**src/rtl/alu_pkg.sv**
```systemverilog
// Shared definitions for the 8-bit ALU: operand width and operation encoding.
package alu_pkg;

  localparam int DATA_W = 8;

  typedef enum logic [2:0] {
    OP_ADD = 3'b000,
    OP_SUB = 3'b001,
    OP_AND = 3'b010,
    OP_OR  = 3'b011,
    OP_XOR = 3'b100
  } op_e;

endpackage

```
**src/rtl/alu_comb.sv**
```systemverilog
// Combinational ALU datapath. ADD and SUB share a single 9-bit adder.
module alu_comb
  import alu_pkg::*;
(
  input  logic [DATA_W-1:0] a,
  input  logic [DATA_W-1:0] b,
  input  logic [2:0]        op,
  output logic [DATA_W-1:0] result,
  output logic              carry_out,
  output logic              zero,
  output logic              overflow
);

  logic              is_sub;
  logic [DATA_W-1:0] b_opnd;
  logic [DATA_W:0]   sum;
  logic              add_ovf;

  // Subtraction is a + ~b + 1, so carry-out reads as "no borrow".
  assign is_sub  = (op == OP_SUB);
  assign b_opnd  = is_sub ? ~b : b;
  assign sum     = {1'b0, a} + {1'b0, b_opnd} + {{DATA_W{1'b0}}, is_sub};
  assign add_ovf = ~(a[DATA_W-1] ^ b_opnd[DATA_W-1]) & (a[DATA_W-1] ^ sum[DATA_W-1]);

  always_comb begin
    result    = '0;
    carry_out = 1'b0;
    overflow  = 1'b0;
    case (op)
      OP_ADD, OP_SUB: begin
        result    = sum[DATA_W-1:0];
        carry_out = sum[DATA_W];
        overflow  = add_ovf;
      end
      OP_AND:  result = a & b;
      OP_OR:   result = a | b;
      OP_XOR:  result = a ^ b;
      default: result = '0;
    endcase
  end

  assign zero = (result == '0);

endmodule

```
**src/rtl/alu.sv**
```systemverilog
// 8-bit ALU with one-cycle latency: registers the combinational datapath and a valid strobe.
module alu
  import alu_pkg::*;
(
  input  logic              clk,
  input  logic              rst,
  input  logic              in_valid,
  input  logic [DATA_W-1:0] a,
  input  logic [DATA_W-1:0] b,
  input  logic [2:0]        op,
  output logic              out_valid,
  output logic [DATA_W-1:0] result,
  output logic              carry_out,
  output logic              zero,
  output logic              overflow
);

  logic [DATA_W-1:0] result_next;
  logic              carry_next;
  logic              zero_next;
  logic              overflow_next;

  logic [DATA_W-1:0] result_reg;
  logic              carry_reg;
  logic              zero_reg;
  logic              overflow_reg;
  logic              valid_reg;

  alu_comb u_comb (
    .a         (a),
    .b         (b),
    .op        (op),
    .result    (result_next),
    .carry_out (carry_next),
    .zero      (zero_next),
    .overflow  (overflow_next)
  );

  // Result and flags load together so a transaction's flags never mix with another's.
  always_ff @(posedge clk or posedge rst) begin
    if (rst) begin
      result_reg   <= '0;
      carry_reg    <= 1'b0;
      zero_reg     <= 1'b1;
      overflow_reg <= 1'b0;
      valid_reg    <= 1'b0;
    end else begin
      valid_reg <= in_valid;
      if (in_valid) begin
        result_reg   <= result_next;
        carry_reg    <= carry_next;
        zero_reg     <= zero_next;
        overflow_reg <= overflow_next;
      end
    end
  end

  assign out_valid = valid_reg;
  assign result    = result_reg;
  assign carry_out = carry_reg;
  assign zero      = zero_reg;
  assign overflow  = overflow_reg;

endmodule

```
**config.mk**
```make
export PLATFORM = sky130hd
export DESIGN_NAME = alu
export DESIGN_NICKNAME = d
export VERILOG_FILES = /design/src/rtl/alu_pkg.sv /design/src/rtl/alu_comb.sv /design/src/rtl/alu.sv
export SDC_FILE = /design/constraint.sdc
export NUM_CORES = 1
export LEC_CHECK = 0
export ABC_AREA = 1
export CAP_MARGIN = 20
export CORE_UTILIZATION = 51
export CTS_CLUSTER_DIAMETER = 100
export DETAILED_ROUTE_END_ITERATION = 6
export PLACE_DENSITY_LB_ADDON = 0.08
export RECOVER_POWER = 100
export SLEW_MARGIN = 40
export SYNTH_ARGS = -nofsm -noshare
export SYNTH_HDL_FRONTEND = slang
export SYNTH_SLANG_ARGS = --single-unit
```
**constraint.sdc**
```tcl
create_clock -name clk -period 0.8 [get_ports clk]
set_input_delay 0.16 -clock clk [delete_from_list [all_inputs] [get_ports clk]]
set_output_delay 0.16 -clock clk [all_outputs]
set_load 0.05 [all_outputs]
```
==> metrics.md, run 1 <==
| Metric | Value |
|---|---|
| Status | `did not finish` |
| Halt Stage | `global routing (5_1_grt)` |
| Log Error | `[ERROR DPL-0038] Utilization greater than 100%, impossible to legalize` |
| GP Congestion | `0.846` |
| Root buffer cell | `clkbuf_4` |
| Die H | `56.8 µm` |
| Sequential-to-total area share from yosys stat | `around a fifth` |
| Synthesized instance count | `215` |
| Rows | `19` |
| CTS H-Tree Depth | `1` |
| PortBufs | `33` |
| CTS Sinks | `12` |
| Clock buffer depth | `2` |
| CTS buffer count | `3` |
| I/O pins | `34` |
| #FFs+latches synth | `12` |
| Crit. endpoint post-GRT repair | `zero$_DFFE_PP1P_/D` |
| Syn_nets | `264` |
| Syn avg cell area | `between 7 and 8 µm²` |
| Largest net degree at the start of global routing | `14` |
| Unique masters post-synth | `31` |
| Cell area after placement | `0.00234 mm²` |
| Post-DP HPWL | `3250 µm` |
| Synthesized area | `0.00153 mm²` |
| DP Worst Slack | `-1740 ps` |
| Yosys Warn Count | `0` |
| Initial core utilization | `54.5%` |
| Worst ep type | `sequential cell input` |
| Chip Width | `56.8 µm` |
==> synthesized netlist by cell type (all sizes together) <==
| master | count | share of area, % |
|---|---|---|
| a21boi | 1 | 0.49 |
| a21o | 1 | 0.49 |
| a21oi | 4 | 1.3 |
| a31oi | 4 | 1.6 |
| buf | 2 | 1.1 |
| clkbuf | 1 | 0.25 |
| dfrtp | 11 | 18 |
| dfstp | 1 | 1.7 |
| fa | 1 | 1.3 |
| ha | 26 | 21 |
| inv | 41 | 10 |
| nand2 | 53 | 15 |
| nand3 | 23 | 9.3 |
| nand4 | 4 | 2.0 |
| nor2 | 19 | 4.8 |
| o211a | 2 | 1.3 |
| o211ai | 1 | 0.49 |
| o21ai | 9 | 2.9 |
| o21bai | 1 | 0.49 |
| o2bb2ai | 1 | 0.57 |
| xor2 | 9 | 5.2 |
==> through the flow <==
stage / cells / TNS [ps]
2_1_floorplan: 215 / -9490
3_3_place_gp: 317 / -16310
3_5_place_dp: 317 / -16690
4_1_cts: 331 / -10530
==> cell families after synthesis <==
family	count (synthesis)	synth area share (%)
AOI/OAI and AO/OA	24	9.73
xor gates and xnor gates	9	5.15
adders and majority gates	27	22.6
buffers and inverters	44	11.7
DFF	12	19.7
and+or+nand+nor	99	31.2
==> what timing repair did <==
item                                   in CTS
pin swaps                                  24
hold buffers                                0
setup endpoints to repair                  23
endpoints found under the hold margin       0
buffers inserted                           11
gates cloned                                1
gates resized for setup                    68
==> run 2, diff against run 1 <==
Settings changed: CORE_UTILIZATION 51 to 40, CTS_CLUSTER_DIAMETER 100 to default, PLACE_DENSITY_LB_ADDON 0.08 to 0.15.
==> run 2 against run 1 <==
  * The flow now finishes, with violations (setup timing)
  * Synthesized area stayed put
  * Synthesized cell count unchanged
==> metrics.md, run 2 <==
| Metric | Value |
|---|---|
| Final WS setup | `-1070 ps` |
| Met1 GRT Util | `between 20% and 30%` |
| Largest net degree at the start of global routing | `14` |
| Fin util | `79.7%` |
| Antenna Cells | `0` |
| CTS Sinks | `12` |
| Vias per cell | `approximately 5.1` |
| Crit. End Element | `register` |
| Static leakage | `1.50 nW` |
| Setup TNS | `-11290 ps` |
| P per Cell Area | `~1200 mW/mm²` |
| Final Cycle Share | `233%` |
| Reg2Reg Depth | `4` |
| Number of fill cells in the layout | `221` |
| Critical path arrival | `2030 ps` |
| CP max FO | `6` |
| Core area | `0.00366 mm²` |
| Commonest non-fill, non-tap cell in the layout | `buf_4` |
| Sequential-to-total area share from yosys stat | `19.7%` |
| Worst flop-to-flop path endpoint | `zero` |
| Failing checks | `setup timing` |
| WS Path Type | `in -> reg` |
| Syn avg cell area | `7.12 µm²` |
| Initial core utilization | `41.8%` |
| Initial antenna violation count | `0` |
| Max transition margin | `76.6%` |
| GRT Total Usage | `a little under a quarter` |
| GRT busiest layer | `met2` |
| Max FFs per register | `8` |
| DRT iter0 DRCs | `85` |
| Clock buffer depth | `2` |
| First-pass GRT wire length | `7270 µm` |
| PortBufs | `33` |
| Max IR drop VDD | `0.489 mV` |
| Fmax | `536 MHz` |
| R2r setup slk | `-130 ps` |
| Synthesized instance count | `215` |
| Ys flop type | `dfrtp_1` |
| Number of global-route vias before repair | `between 1500 and 2000` |
| Wire per inst | `14.5 µm` |
| Die H | `63.9 µm` |
| Fin. max-slew vios | `0` |
| Post-DP HPWL | `3010 µm` |
| Async SR Flop Fraction | `100%` |
| GP Congestion | `just under 0.9` |
| Hold_ws | `251 ps` |
| Routed Antenna Nets | `0` |
| Layout cell share with drive strength beyond 1 | `~50%` |
| Chip Width | `63.9 µm` |
| First-pass iteration count of the detailed router | `4` |
| Top cell type's share of synthesized area | `between 20% and 30%` |
| Final net count | `roughly 370` |
| DRC | `0` |
| Final Skew | `0 ps` |
| Unique masters post-synth | `31` |
| Total number of vias | `1860` |
| Area grow syn2layout | `90.8%` |
| GR met2 Demand/Resource | `39.4%` |
| Yosys Warn Count | `0` |
| Syn_nets | `264` |
| HP Class | `in -> async` |
| CTS clock-pin slew for the worst setup and hold paths | `50 ps` |
| Most frequent cells in the layout | `57 x buf_4, 36 x nand2_1, 23 x inv_1, 21 x ha_1, 16 x inv_2` |
| Final setup fails | `23` |
| CTS Hold Bufs | `0` |
| Most frequent cell after synthesis | `nand2_1` |
| Die ar. | `about 0.0041 mm²` |
| #FFs+latches synth | `12` |
| Measured slew at the worst slew-check pin | `about 350 ps` |
| Synth cell count leaders | `45 x nand2_1, 37 x inv_1, 26 x ha_1, 19 x nand3_1, 18 x nor2_1` |
| CTS buffer count | `3` |
| Synthesized area | `~0.0015 mm²` |
| Rows | `22` |
| Reg-to-reg startpoint | `zero` |
| Root buffer cell | `clkbuf_8` |
| Unrepaired setup endpoints after global routing | `true` |
| CTS tree | `built` |
| Global-route met3 utilization | `2.68%` |
| Drt total wl | `between 5000 and 6000 µm` |
| Max-Cap Viols | `0` |
| I/O pins | `34` |
| Clk_lat worst skew | `230 ps` |
| Number of flops mapped to enable cells by yosys | `0` |
| Synth top area cells | `ha_1 21%, dfrtp_1 18%, nand2_1 11%, inv_1 9.1%, nand3_1 6.2%` |
| CP startpoint kind | `primary input` |
| Final Hold Violating Endpoints | `0` |
| Status | `finished with violations` |
| Tmin final | `1870 ps` |
| CTS H-Tree Depth | `1` |
| Cell taking the most area after synthesis | `ha_1` |
| Required time worst endpoint | `around 960 ps` |
| Grt total ovfl | `0` |
run 2: power breakdown:
group	internal (mW)	total, mW	leakage (nW)	switching, mW
Sequential	0.685	0.760	0.150	0.0753
Combinational	1.12	2.25	1.33	1.13
Clock	0.349	0.547	0.0228	0.198
Total	2.15	3.56	1.50	1.41
run 2: worst max-delay path by stage:
stage	slack, ps	cells past startpoint	from	end
after global placement	-1660	17	op[2]	zero
after CTS	-940	16	op[2]	zero
after floorplan	-1090	16	op[2]	zero
after global routing	-1130	15	op[2]	zero
after detailed placement	-1710	16	op[2]	zero
final	-1070	15	op[2]	zero
run 2: metrics by stage:
stage | setup slack [ps] | instances | power (mW) | area, µm²
finish | -1070 | 367 | 3.56 | 2920
global route | -1130 | 367 | 3.74 | 2920
CTS | -936 | 359 | 3.28 | 2710
detailed placement | -1710 | 332 | 2.44 | 2340
global placement | -1660 | 332 | 2.42 | 2340
floorplan | -1090 | 215 | 1.64 | 1560
run 2: layout make-up:
class                      count  area, µm²  share of cell area [%]
multi-input combinational    159       1330                    45.4
inverter                      41        164                    5.62
tap                           48       60.1                    2.06
sequential                    12        302                    10.3
timing repair buffer         103       1020                    35.1
clock buffer                   4       45.0                    1.54
run 2: what timing repair did:
action | in CTS | in global routing
setup endpoints to repair | 23 | 23
resized for setup | 80 | 35
pin swaps | 40 | 33
setup buffers | 27 | 9
run 2: logic make-up (layout without fill, tap and decap cells):
group                    after synthesis  after routing  synth area share, %
adder cells (fa/ha/maj)               27             27                 22.6
XOR/XNOR                               9              9                 5.15
AO/OA/AOI/OAI                         24             24                 9.73
AND/OR/NAND/NOR                       99             99                 31.2
buffers and inverters                 44            148                 11.7
flip-flops                            12             12                 19.7
run 2: per-layer routing:
metal,up-vias,routed length [µm]
met2,74,2770
met3,24,225
met1,869,2050
met5,-,0
met4,0,274
li1,893,-
run 2: critical path: stages:
cell and delay, ps:
buf_8 110, inv_8 50, nand3_4 130, buf_4 180, buf_6 110, xor2_2 150, ha_1 380, nand2_1 120
nor2_1 150, nand2_2 80, nand2_2 80, nand2_1 60, nand3_2 70, nand3_1 70, o21ai_1 130
(Power assumes the default switching activity.)
==> run 3, diff against run 2 <==
Settings changed: CORE_MARGIN from default to 8.
Clock period 0.8 ns to 1.6 ns, I/O delays scaled along.
==> run 3 against run 2 <==
  * Largest power group unchanged
  * Highest routed layer unchanged
  * Final cell count shrank 5.2%
  * First-iteration DRC count shrank 3.5%
  * Routed wire length shrank 19%
  * Worst hold slack gained 220 ps
  * Combinational power shrank 61%
  * Via count shrank 12%
  * The flow still finishes with violations (setup timing)
  * Sequential power shrank 52%
==> metrics.md, run 3 (synthesis gave the netlist of run 2 again) <==
| Metric | Value |
|---|---|
| Status | `finished with violations` |
| Failing checks | `setup timing` |
| Commonest non-fill, non-tap cell in the layout | `buf_4` |
| Die H | `77.9 µm` |
| Final setup fails | `10` |
| Unrepaired setup endpoints after global routing | `true` |
| Fin. max-slew vios | `0` |
| Final Skew | `0 ps` |
| Reg2Reg Depth | `2` |
| CP max FO | `3` |
| Max IR drop VDD | `0.259 mV` |
| Drt total wl | `around 4300 µm` |
| DRT iter0 DRCs | `82` |
| Measured slew at the worst slew-check pin | `611 ps` |
| Crit. End Element | `register` |
| GRT Total Usage | `14.3%` |
| CP startpoint kind | `primary input` |
| PortBufs | `33` |
| P per Cell Area | `622 mW/mm²` |
| Fmax | `roughly 530 MHz` |
| CTS Hold Bufs | `0` |
| DRC | `0` |
| Root buffer cell | `clkbuf_8` |
| Routed Antenna Nets | `0` |
| First-pass iteration count of the detailed router | `4` |
| Vias per cell | `around 4.7` |
| Min-delay src | `result[2]` |
| R2r setup slk | `850 ps` |
| Worst flop-to-flop path endpoint | `zero` |
| Max FFs per register | `8` |
| Initial antenna violation count | `0` |
| Hold Path Sink | `result[2]` |
| Clk_lat worst skew | `230 ps` |
| Die ar. | `0.00606 mm²` |
| Max-Cap Viols | `0` |
| Required time worst endpoint | `1750 ps` |
| Initial core utilization | `41.8%` |
| Final Cycle Share | `118%` |
| CTS H-Tree Depth | `1` |
| Max transition margin | `59.5%` |
| Number of global-route vias before repair | `about 1700` |
| Static leakage | `1.28 nW` |
| CTS clock-pin slew for the worst setup and hold paths | `50 ps` |
| Area grow syn2layout | `63.5%` |
| Critical path arrival | `2050 ps` |
| Antenna Cells | `0` |
| Wire per inst | `12.3 µm` |
| Total number of vias | `roughly 1600` |
| Layout cell share with drive strength beyond 1 | `between 30% and 40%` |
| Worst Hold Path Cells | `2` |
| Core area | `~0.0037 mm²` |
| Grt total ovfl | `0` |
| Post-Layout Cell Count | `around 350` |
| Post-DP HPWL | `3310 µm` |
| I/O pins | `34` |
| CTS tree | `built` |
| GP Congestion | `0.846` |
| Fin util | `68.4%` |
| Largest net degree at the start of global routing | `14` |
| Final WS setup | `-291 ps` |
| HP Class | `reg -> reg` |
| Placed insts | `approximately 330` |
| CTS Sinks | `12` |
| Reg-to-reg startpoint | `zero` |
| Rows | `22` |
| DP Worst Slack | `-1110 ps` |
| Clock buffer depth | `2` |
| Tmin final | `1890 ps` |
| WS Path Type | `in -> reg` |
| CTS buffer count | `3` |
| Most frequent cells in the layout | `48 x buf_4, 42 x nand2_1, 27 x inv_1, 21 x ha_1, 15 x nand3_1` |
| First-pass GRT wire length | `about 7500 µm` |
| Chip Width | `77.9 µm` |
| Final net count | `350` |
| Final Hold Violating Endpoints | `0` |
| Number of fill cells in the layout | `approximately 320` |
run 3: changes by cell type in the layout (fill, tap and decap cells not counted), moves of 3 or more:
cell,delta
clkbuf_2,-3
clkbuf_1,+10
inv_1,+4
buf_12,-11
inv_2,-4
nand2_2,-5
nand2_1,+6
buf_6,-10
dlymetal6s2s_1,-3
nor2_1,+3
buf_4,-9
dlygate4sd2_1,+5
run 3: area by class of cell:
| type | count | area, µm² | share of cell area [%] |
|---|---|---|---|
| multi-input cells | 160 | 1270 | 50.6 |
| repair buffers | 83 | 651 | 26.0 |
| flip-flops and latches | 12 | 302 | 12.0 |
| inverters | 41 | 169 | 6.75 |
| well taps | 48 | 60.1 | 2.40 |
| clock buffers | 4 | 55.1 | 2.20 |
run 3: critical path: stages:
cell and delay [ps]:
clkdlybuf4s50_1 500, ha_2 300, buf_4 150, buf_4 130
a31oi_4 210, nand2_2 100, nand2_2 90, nand3_2 70
a31oi_1 170
run 3: worst max-delay path by stage:
| stage | cells after the start | slack (ps) | startpoint | endpoint |
|---|---|---|---|---|
| 2_1_floorplan | 16 | -450 | op[2] | zero |
| 3_3_place_gp | 14 | -1090 | op[2] | zero |
| 3_5_place_dp | 14 | -1110 | op[2] | zero |
| 4_1_cts | 12 | -300 | op[1] | result[7] |
| 5_1_grt | 16 | -440 | op[1] | zero |
| 6_report | 9 | -290 | a[5] | result[7] |
run 3: metrics by stage:
stage	TNS, ps	hold slack, ps	cell area [µm²]	total power [mW]
6_report	-1840	475	2500	1.56
4_1_cts	-1750	416	2490	1.56
2_1_floorplan	-3020	184	1560	0.820
3_3_place_gp	-9710	467	2190	1.13
3_5_place_dp	-10000	469	2190	1.14
5_1_grt	-3060	511	2500	1.66
run 3: power breakdown:
| group | leakage (nW) | internal, mW | switching, mW |
|---|---|---|---|
| logic | 1.10 | 0.367 | 0.502 |
| clock network | 0.0288 | 0.217 | 0.107 |
| registers | 0.150 | 0.342 | 0.0208 |
run 3: metal layers:
metal  track usage [%]  vias to the layer above  share of wire (%)
met3              2.53                        4                5.0
met4              3.40                        0               0.93
met5                 0                        -                  0
met2              26.1                       29                 50
li1                  -                      849                  -
met1              16.8                      753                 44
run 3: what timing repair did:
item / 4_1_cts / 5_1_grt
resized for setup: 66 / 10
pin swaps: 34 / 4
buffers inserted: 14 / 0
gates cloned: 1 / 0
endpoints found under the setup margin: 11 / 10
